### src/rtl/fwd_ctl_pkg.sv
// Shared pipeline types for the forwarding/hazard controller and the EX stage
// that consumes its forwarding selects.
package fwd_ctl_pkg;

  localparam int unsigned REG_W = 5;
  localparam logic [REG_W-1:0] REG_ZERO = 5'd0;
  localparam logic [15:0] STALL_COUNT_MAX = 16'hFFFF;

  typedef enum logic [1:0] {
    FWD_NONE       = 2'd0,
    FWD_FROM_EXMEM = 2'd1,
    FWD_FROM_MEMWB = 2'd2
  } fwd_t;

  typedef struct packed {
    logic [REG_W-1:0] dest;
    logic             destValid;
    logic             load;
  } entry_t;

  localparam entry_t BUBBLE_ENTRY = '{dest: REG_ZERO, destValid: 1'b0, load: 1'b0};

  // r0 is hardwired, so a write to it never produces a forwardable value
  function automatic logic isLive(input entry_t e);
    return e.destValid && (e.dest != REG_ZERO);
  endfunction

endpackage

### src/rtl/fwd_ctl_match.sv
// Priority compare of one ID source register against the EX and EX/MEM
// shadow entries; also flags a load-use hit against the EX entry.
module fwd_match
  import fwd_ctl_pkg::*;
(
  input  logic [REG_W-1:0] i_src,
  input  logic             i_srcValid,
  input  entry_t           i_ex,
  input  entry_t           i_exMem,
  output fwd_t             o_fwd,
  output logic             o_loadHit
);

  logic w_srcUsed;
  logic w_exHit;
  logic w_exMemHit;

  assign w_srcUsed  = i_srcValid && (i_src != REG_ZERO);
  assign w_exHit    = w_srcUsed && isLive(i_ex) && (i_ex.dest == i_src);
  assign w_exMemHit = w_srcUsed && isLive(i_exMem) && (i_exMem.dest == i_src);
  assign o_loadHit  = w_exHit && i_ex.load;

  // The youngest producer wins; load data returns on the EX/MEM path, so a
  // load sitting in EX/MEM (after its stall cycle) also selects FWD_FROM_EXMEM.
  always_comb begin
    o_fwd = FWD_NONE;
    if (w_exHit) begin
      o_fwd = FWD_FROM_EXMEM;
    end else if (w_exMemHit) begin
      o_fwd = i_exMem.load ? FWD_FROM_EXMEM : FWD_FROM_MEMWB;
    end
  end

endmodule

### src/rtl/fwd_ctl.sv
// Forwarding and load-use hazard controller tracking the EX, EX/MEM and
// MEM/WB destinations of a 5-stage pipeline.
module fwd_ctl
  import fwd_ctl_pkg::*;
(
  input  logic             clock,
  input  logic             reset,
  input  logic             id_valid,
  input  logic [REG_W-1:0] A_reg,
  input  logic             A_reg_valid,
  input  logic [REG_W-1:0] B_reg,
  input  logic             B_reg_valid,
  input  logic [REG_W-1:0] id_dest_reg,
  input  logic             id_dest_reg_valid,
  input  logic             id_load_inst,
  input  logic             hold,
  input  logic             flush,
  output fwd_t             A_fwd_from,
  output fwd_t             B_fwd_from,
  output logic             ex_bubble,
  output logic             id_stall,
  output logic [15:0]      stall_count
);

  entry_t      r_ex;
  entry_t      r_exMem;
  entry_t      r_memWb;
  fwd_t        r_aFwd;
  fwd_t        r_bFwd;
  logic        r_exBubble;
  logic [15:0] r_stallCount;

  fwd_t   w_aFwd;
  fwd_t   w_bFwd;
  logic   w_aLoadHit;
  logic   w_bLoadHit;
  logic   w_loadUse;
  logic   w_bubble;
  entry_t w_idEntry;

  fwd_match u_matchA (
    .i_src      (A_reg),
    .i_srcValid (A_reg_valid),
    .i_ex       (r_ex),
    .i_exMem    (r_exMem),
    .o_fwd      (w_aFwd),
    .o_loadHit  (w_aLoadHit)
  );

  fwd_match u_matchB (
    .i_src      (B_reg),
    .i_srcValid (B_reg_valid),
    .i_ex       (r_ex),
    .i_exMem    (r_exMem),
    .o_fwd      (w_bFwd),
    .o_loadHit  (w_bLoadHit)
  );

  assign w_loadUse = !hold && !flush && id_valid && (w_aLoadHit || w_bLoadHit);
  assign w_bubble  = w_loadUse || flush || !id_valid;
  assign w_idEntry = '{dest: id_dest_reg, destValid: id_dest_reg_valid, load: id_load_inst};

  // A held pipeline cannot accept ID either, so hold alone raises the stall
  assign id_stall = !reset && (hold || w_loadUse);

  always_ff @(posedge clock) begin
    if (reset) begin
      r_ex         <= BUBBLE_ENTRY;
      r_exMem      <= BUBBLE_ENTRY;
      r_memWb      <= BUBBLE_ENTRY;
      r_aFwd       <= FWD_NONE;
      r_bFwd       <= FWD_NONE;
      r_exBubble   <= 1'b1;
      r_stallCount <= 16'd0;
    end else if (!hold) begin
      r_memWb <= r_exMem;
      r_exMem <= r_ex;
      if (w_bubble) begin
        r_ex       <= BUBBLE_ENTRY;
        r_aFwd     <= FWD_NONE;
        r_bFwd     <= FWD_NONE;
        r_exBubble <= 1'b1;
      end else begin
        r_ex       <= w_idEntry;
        r_aFwd     <= w_aFwd;
        r_bFwd     <= w_bFwd;
        r_exBubble <= 1'b0;
      end
      if (w_loadUse && (r_stallCount != STALL_COUNT_MAX)) begin
        r_stallCount <= r_stallCount + 16'd1;
      end
    end
  end

  assign A_fwd_from  = r_aFwd;
  assign B_fwd_from  = r_bFwd;
  assign ex_bubble   = r_exBubble;
  assign stall_count = r_stallCount;

endmodule

### config.mk
export PLATFORM = sky130hd
export DESIGN_NAME = fwd_ctl
export DESIGN_NICKNAME = d
export VERILOG_FILES = /design/src/rtl/fwd_ctl_pkg.sv /design/src/rtl/fwd_ctl_match.sv /design/src/rtl/fwd_ctl.sv
export SDC_FILE = /design/constraint.sdc
export NUM_CORES = 1
export LEC_CHECK = 0
export ABC_AREA = 1
export ABC_CLOCK_PERIOD_IN_PS = 1850
export BUFFER_PORTS_ARGS = -buffer_cell sky130_fd_sc_hd__buf_2
export CAP_MARGIN = 20
export CORE_ASPECT_RATIO = 0.75
export CORE_MARGIN = 8
export CORE_UTILIZATION = 50
export CTS_CLUSTER_DIAMETER = 80
export DETAILED_ROUTE_END_ITERATION = 8
export PLACE_DENSITY_LB_ADDON = 0.12
export SETUP_SLACK_MARGIN = 0.3
export SYNTH_ARGS = -nofsm -noshare
export SYNTH_HDL_FRONTEND = slang
export SYNTH_HIERARCHICAL = 1
export SYNTH_SLANG_ARGS = --single-unit
### constraint.sdc
create_clock -name clock -period 1.85 [get_ports clock]
set_input_delay 0.37 -clock clock [delete_from_list [all_inputs] [get_ports clock]]
set_output_delay 0.37 -clock clock [all_outputs]
set_load 0.1 [all_outputs]
==> results of run 1 <==
-- state kept, by name (all words and copies together) (netlist names) --
name / cells
A_fwd_from: 2
stall_count: 16
ex_bubble: 1
r_ex: 7
r_exMem: 7
B_fwd_from: 2
-- metal layers --
| metal | routed length (µm) | global-route usage [%] | up-vias | part of all wire (%) |
|---|---|---|---|---|
| met3 | 604 | 4.72 | 5 | 8.8 |
| met5 | 0 | 0 | - | 0 |
| li1 | - | - | 1399 | - |
| met4 | 38 | 4.75 | 0 | 0.55 |
| met2 | 2880 | 28.2 | 102 | 42 |
| met1 | 3370 | 28.5 | 1215 | 49 |
-- cell type report --
type,instances,area [µm²]
Multi-Input combinational cell,293,1480
Clock buffer,6,72.6
Fill cell,381,1340
Clock inverter,1,6.26
Inverter,62,236
Timing Repair Buffer,81,549
Sequential cell,35,767
Tap cell,57,71.3
-- layout by cell type, fill, tap and decap left out, types with 8 or more instances in the layout --
cell,synthesis,routed
a21oi_2,9,9
nand3_1,22,20
buf_2,2,43
nor2_1,62,61
buf_4,0,33
a21oi_1,13,12
nand2_1,119,106
dfxtp_1,35,14
inv_2,17,20
nand4_1,18,18
o21ai_0,12,8
o21ai_1,5,8
inv_1,41,37
nand2_2,2,14
nor2_2,14,13
dfxtp_4,0,16
-- logic make-up (layout without fill, tap and decap cells) --
family,after synthesis,after routing
flip-flops,35,35
AO/OA/AOI/OAI,41,41
adder cells (fa/ha/maj),1,1
buffers and inverters,73,150
XOR/XNOR,8,8
AND/OR/NAND/NOR,243,243
-- power by group --
group	total (mW)	internal [mW]	switching [mW]	leakage, nW
clock network	0.532	0.259	0.273	0.0416
logic	0.244	0.102	0.142	1.13
registers	0.764	0.744	0.0204	0.299
total	1.54	1.10	0.436	1.47
-- critical path: cells and delay by family (launching register included) --
kind	cells	cell delay [ns]
buffers and inverters	3	0.29
AOI/OAI and AO/OA	2	0.25
DFF	1	0.40
and+or+nand+nor	8	0.70
-- through the flow --
stage | setup slack [ns] | hold slack, ns | std cells | cell area, µm²
after detailed placement | -0.191 | 0.458 | 518 | 2950
after global routing | -0.570 | 0.355 | 535 | 3180
after floorplan | -0.305 | 0.439 | 401 | 2510
after CTS | -0.356 | 0.354 | 531 | 3130
after global placement | -0.165 | 0.449 | 518 | 2950
final | -0.454 | 0.359 | 535 | 3180
-- worst max-delay path by stage --
stage	from	to	slack [ns]	cells past startpoint
2_1_floorplan	r_ex[3]	id_stall	-0.31	13
3_3_place_gp	A_reg[0]	id_stall	-0.17	14
3_5_place_dp	A_reg[1]	id_stall	-0.19	13
4_1_cts	r_ex[3]	id_stall	-0.36	13
5_1_grt	r_ex[3]	id_stall	-0.57	13
6_report	r_ex[3]	id_stall	-0.45	13
-- timing repair --
| item | CTS | global route |
|---|---|---|
| endpoints found under the setup margin | 29 | 30 |
| buffers inserted | 5 | 4 |
| pin swaps | 6 | 9 |
| gates resized for setup | 13 | 7 |
| hold buffers | 0 | 0 |
| gates cloned | 1 | 0 |
==> results.yml, run 1 <==
routing:
  post_drt_wl_per_cell_um: 12.9
  drc: 0
  postRouteAntennaNets: 0
  firstDrtPassIters: 4
  drt_iter0_drc: 278
  vias: 2721
  wirelength_um: 6890
  vias_per_cell: 5.09
clock_network:
  clock_sinks: 35
  clk_latency_ns: 0.28
  cts_buffers: 5
  cts_tree: "yes"
  htreeDepth: 2
  cts_root_buf: "clkbuf_8"
  cts_buffer_depth: 2
  clk_pin_slew_worst_paths_ns: 0.07
flow_run:
  cap_violations: 0
synth:
  synth_xor_xnor_area_share_pct: 2.96
  synth_adder_area_share_pct: 0.528
  synth_compound_area_share_pct: 10.3
  syn_area_um2: 2370
  yosys_register_bits: 35
  ys_async_sr_fraction_pct: 0
  seq_area_frac_synth_pct: 29.6
  yosys.cell_count.top_type: "nand2_1"
  yosysTopAreaCell: "dfxtp_1"
  yosysTopAreaCellShare_pct: 29.6
  synth-edff-count: 0
  ys_types: 27
  synth_warnings: 6
  synth_top_family_by_area: "simple AND/OR/NAND/NOR gates"
  synth_area_leaders: "dfxtp_1, nand2_1, nor2_1"
  synth_fp_nets: 426
  synth-simple-area-share_pct: 44.6
  synth_cells: 401
  ys.flop_type: "dfxtp_1"
  muxShareOfSynthArea_pct: 0
  synthTopCellsByCount: "nand2_1, nor2_1, inv_1, dfxtp_1, nand3_1"
  syn_avg_cell_area_um2: 5.91
timing:
  finClkSkew_ns: 0.00500
  setup_violations: 29
  rsz0062_at_grt: "yes"
  layout_setup_ws_ns: -0.454
  drv_slew: 0
  layout_min_cycle_time_ns: 2.30
  setup-tns-final_ns: -5.99
  timing.final.crit_share_pct: 125
  max_slew_margin_pct: 65.8
  hold_violations: 0
  timing.fmax_mhz: 434
  max_slew.worst_pin.slew_ns: 0.517
worst_hold_path:
  hp-class: "input pin to flip-flop"
  hold_path_end: "r_ex[5]"
  whs_path_depth: 3
  min_from: "id_dest_reg[3]"
global_routing:
  antenna_found_initial: 0
  grt.total_usage_pct: 19.7
  grt_pass1_vias: 2340
  grt_max_degree: 21
  grt_pass1_wl_um: 11100
  overflow: 0
critical_path:
  required_ns: 1.48
  reg2reg_depth: 19
  crit_type: "flip-flop to output port"
  critical_path_arrival_ns: 1.93
  crit_chain: "inv_2, nand2_1, o21ai_1, nor2_1, nand2_1, nor2_2, nand2_2, nor2_2, inv_1, nand2_2, nand2_4, a21oi_4, buf_12"
  start_kind: "flip-flop"
  cpMaxStageDelayCell: "dfxtp_4"
  cp-end-kind: "output port"
  r2r_start: "r_ex[3]"
  slowest_delay_ns: 0.40
  crit_fanout: 5
  r2r-end: "stall_count[13]"
  rrSetupSlack_ns: -0.32
cells_and_area:
  drive_above_1_share_pct: 37.0
  final_core_util_pct: 70.4
  layout.nets: 503
  area_delta_synth_final_pct: 34.3
  diodes: 0
floorplan:
  die_w_um: 95.5
  initial_core_util_pct: 52.4
  rows: 21
  fp.dieH_um: 75.6
  die-area_um2: 7220
  coreArea_um2: 4520
  ios: 46
power:
  p_total_mw: 1.54
  p_leak_nw: 1.47
  ir_worst_vdd_uv: 428
  p_per_area_nw_per_um2: 484
status:
  run_status: "finished with violations"
  violations: "negative setup slack"
placement:
  place.gp.congestion: 0.877
  hpwlAfterDp_um: 5190
  port_buffers: 45
No activity file was read; power rests on OpenSTA's default activity.
==> inputs of run 2 (changes only) <==
CORE_MARGIN = 2   (was 8)
REMOVE_ABC_BUFFERS = 1   (was not set)
==> results.yml, run 2 (synthesis results as in run 1) <==
status:
  run_status: "finished with violations"
  violations: "negative setup slack"
power:
  p_leak_nw: 1.52
  p_total_mw: 1.69
  ir_worst_vdd_uv: 444
  p_per_area_nw_per_um2: 500
routing:
  drt_iter0_drc: 257
  wirelength_um: 7610
  post_drt_wl_per_cell_um: 13.9
  firstDrtPassIters: 5
  vias: 2917
  vias_per_cell: 5.32
  postRouteAntennaNets: 0
  drc: 0
timing:
  drv_slew: 0
  finClkSkew_ns: 0.00914
  timing.fmax_mhz: 423
  max_slew.worst_pin.slew_ns: 0.541
  layout_setup_ws_ns: -0.516
  hold_violations: 0
  rsz0062_at_grt: "yes"
  layout_min_cycle_time_ns: 2.37
  setup_violations: 18
  timing.final.crit_share_pct: 128
  max_slew_margin_pct: 63.9
floorplan:
  die_w_um: 83.5
  fp.dieH_um: 63.6
  ios: 46
  initial_core_util_pct: 52.4
  die-area_um2: 5310
  rows: 21
  coreArea_um2: 4520
worst_hold_path:
  hp-class: "input pin to flip-flop"
flow_run:
  cap_violations: 0
critical_path:
  slowest_delay_ns: 0.38
  crit_chain: "inv_1, nand2_1, nand2_1, nor2_2, nand2_1, nor2_2, nand2_2, nor2_2, inv_1, nand2_2, nand2_2, a21oi_2, buf_4, buf_12"
  path_delay_family: "simple AND/OR/NAND/NOR gates"
  path_buf_inv: 4
  cpMaxStageDelayCell: "dfxtp_4"
  critical_path_arrival_ns: 2.00
  required_ns: 1.48
  crit_type: "flip-flop to output port"
  cp-end-kind: "output port"
  start_kind: "flip-flop"
  crit_fanout: 5
cells_and_area:
  design_area_um2: 3370
  area_delta_synth_final_pct: 42.5
  largest_register_ffs: 16
  drive_above_1_share_pct: 38.9
  layout_common_cells: "nand2_1, nor2_1, inv_1, buf_4, buf_2"
  multiInputGateArea_um2: 1540
  diodes: 0
  regArea_um2: 721
  layout_commonest_cell: "nand2_1"
  fill_cells: 362
  layout.nets: 515
  fin_cells: 548
  final_core_util_pct: 74.7
placement:
  hpwlAfterDp_um: 4750
  port_buffers: 45
  place_area_um2: 2840
  dp.cells: 520
  place.gp.congestion: 0.893
clock_network:
  cts_root_buf: "clkbuf_8"
  clock_sinks: 35
  htreeDepth: 2
  clk_latency_ns: 0.29
  cts_buffers: 5
  clk_pin_slew_worst_paths_ns: 0.07
  cts-hold-fix-buffers: 0
  cts_buffer_depth: 2
  cts_tree: "yes"
global_routing:
  grt.total_usage_pct: 27.0
  overflow: 0
  grt_pass1_wl_um: 11700
  antenna_found_initial: 0
  grt_max_degree: 19
  grt_pass1_vias: 2539
-- run 2: changes by cell type in the layout (fill, tap and decap cells not counted), moves of 3 or more --
cell      before  now
buf_6          1   19
dfxtp_1       14   29
buf_2         43   32
dfxtp_4       16    5
clkbuf_4       1    6
nor2_1        61   56
a21oi_2        9   13
dfxtp_2        5    1
nand2_2       14   18
a21oi_1       12    9
nand2_1      106  103
nor2_2        13   16
o21ai_1        8    5
-- run 2: worst paths after layout --
check,cells past startpoint,endpoint,startpoint,slack [ns]
worst min register to register,2,A_fwd_from[1],A_fwd_from[1],0.47
worst min-delay path,3,r_ex[5],id_dest_reg[3],0.35
worst max register to register,19,stall_count[4],r_ex[4],-0.43
worst max-delay path,14,id_stall,r_ex[4],-0.52
-- run 2: per-layer routing --
metal	up-vias	wire, µm	track usage, %
met1	1328	3600	39.6
met3	18	570	4.98
met5	-	0	0
met2	145	3260	41.5
li1	1426	-	-
met4	0	179	5.44
-- run 2: through the flow --
stage | worst slack (ns) | TNS [ns] | hold slack (ns)
CTS | -0.387 | -2.63 | 0.349
detailed placement | -0.244 | -3.80 | 0.452
global placement | -0.190 | -2.76 | 0.452
floorplan | -1.25 | -5.97 | 0.432
global route | -0.580 | -7.80 | 0.349
finish | -0.516 | -6.60 | 0.350
-- run 2: tightest hold or removal path: stages --
cell     delay, ns
buf_2         0.10
nand4_1       0.08
a21oi_1       0.05
-- run 2: cell type report --
type	instances	area share, %
multi-input cells	294	45.5
clock buffers	7	2.86
flip-flops and latches	35	21.4
repair buffers	92	20.8
inverters	62	7.16
well taps	57	2.11
clock inverters	1	0.222
-- run 2: power by group --
group | switching, mW | internal (mW) | total [mW]
registers | 0.0206 | 0.760 | 0.781
logic | 0.156 | 0.119 | 0.275
clock network | 0.292 | 0.339 | 0.632
-- run 2: timing repair --
item	CTS	global route
endpoints found under the setup margin	35	36
gates cloned	3	0
gates resized for setup	60	37
pin swaps	12	12
buffers inserted	15	2
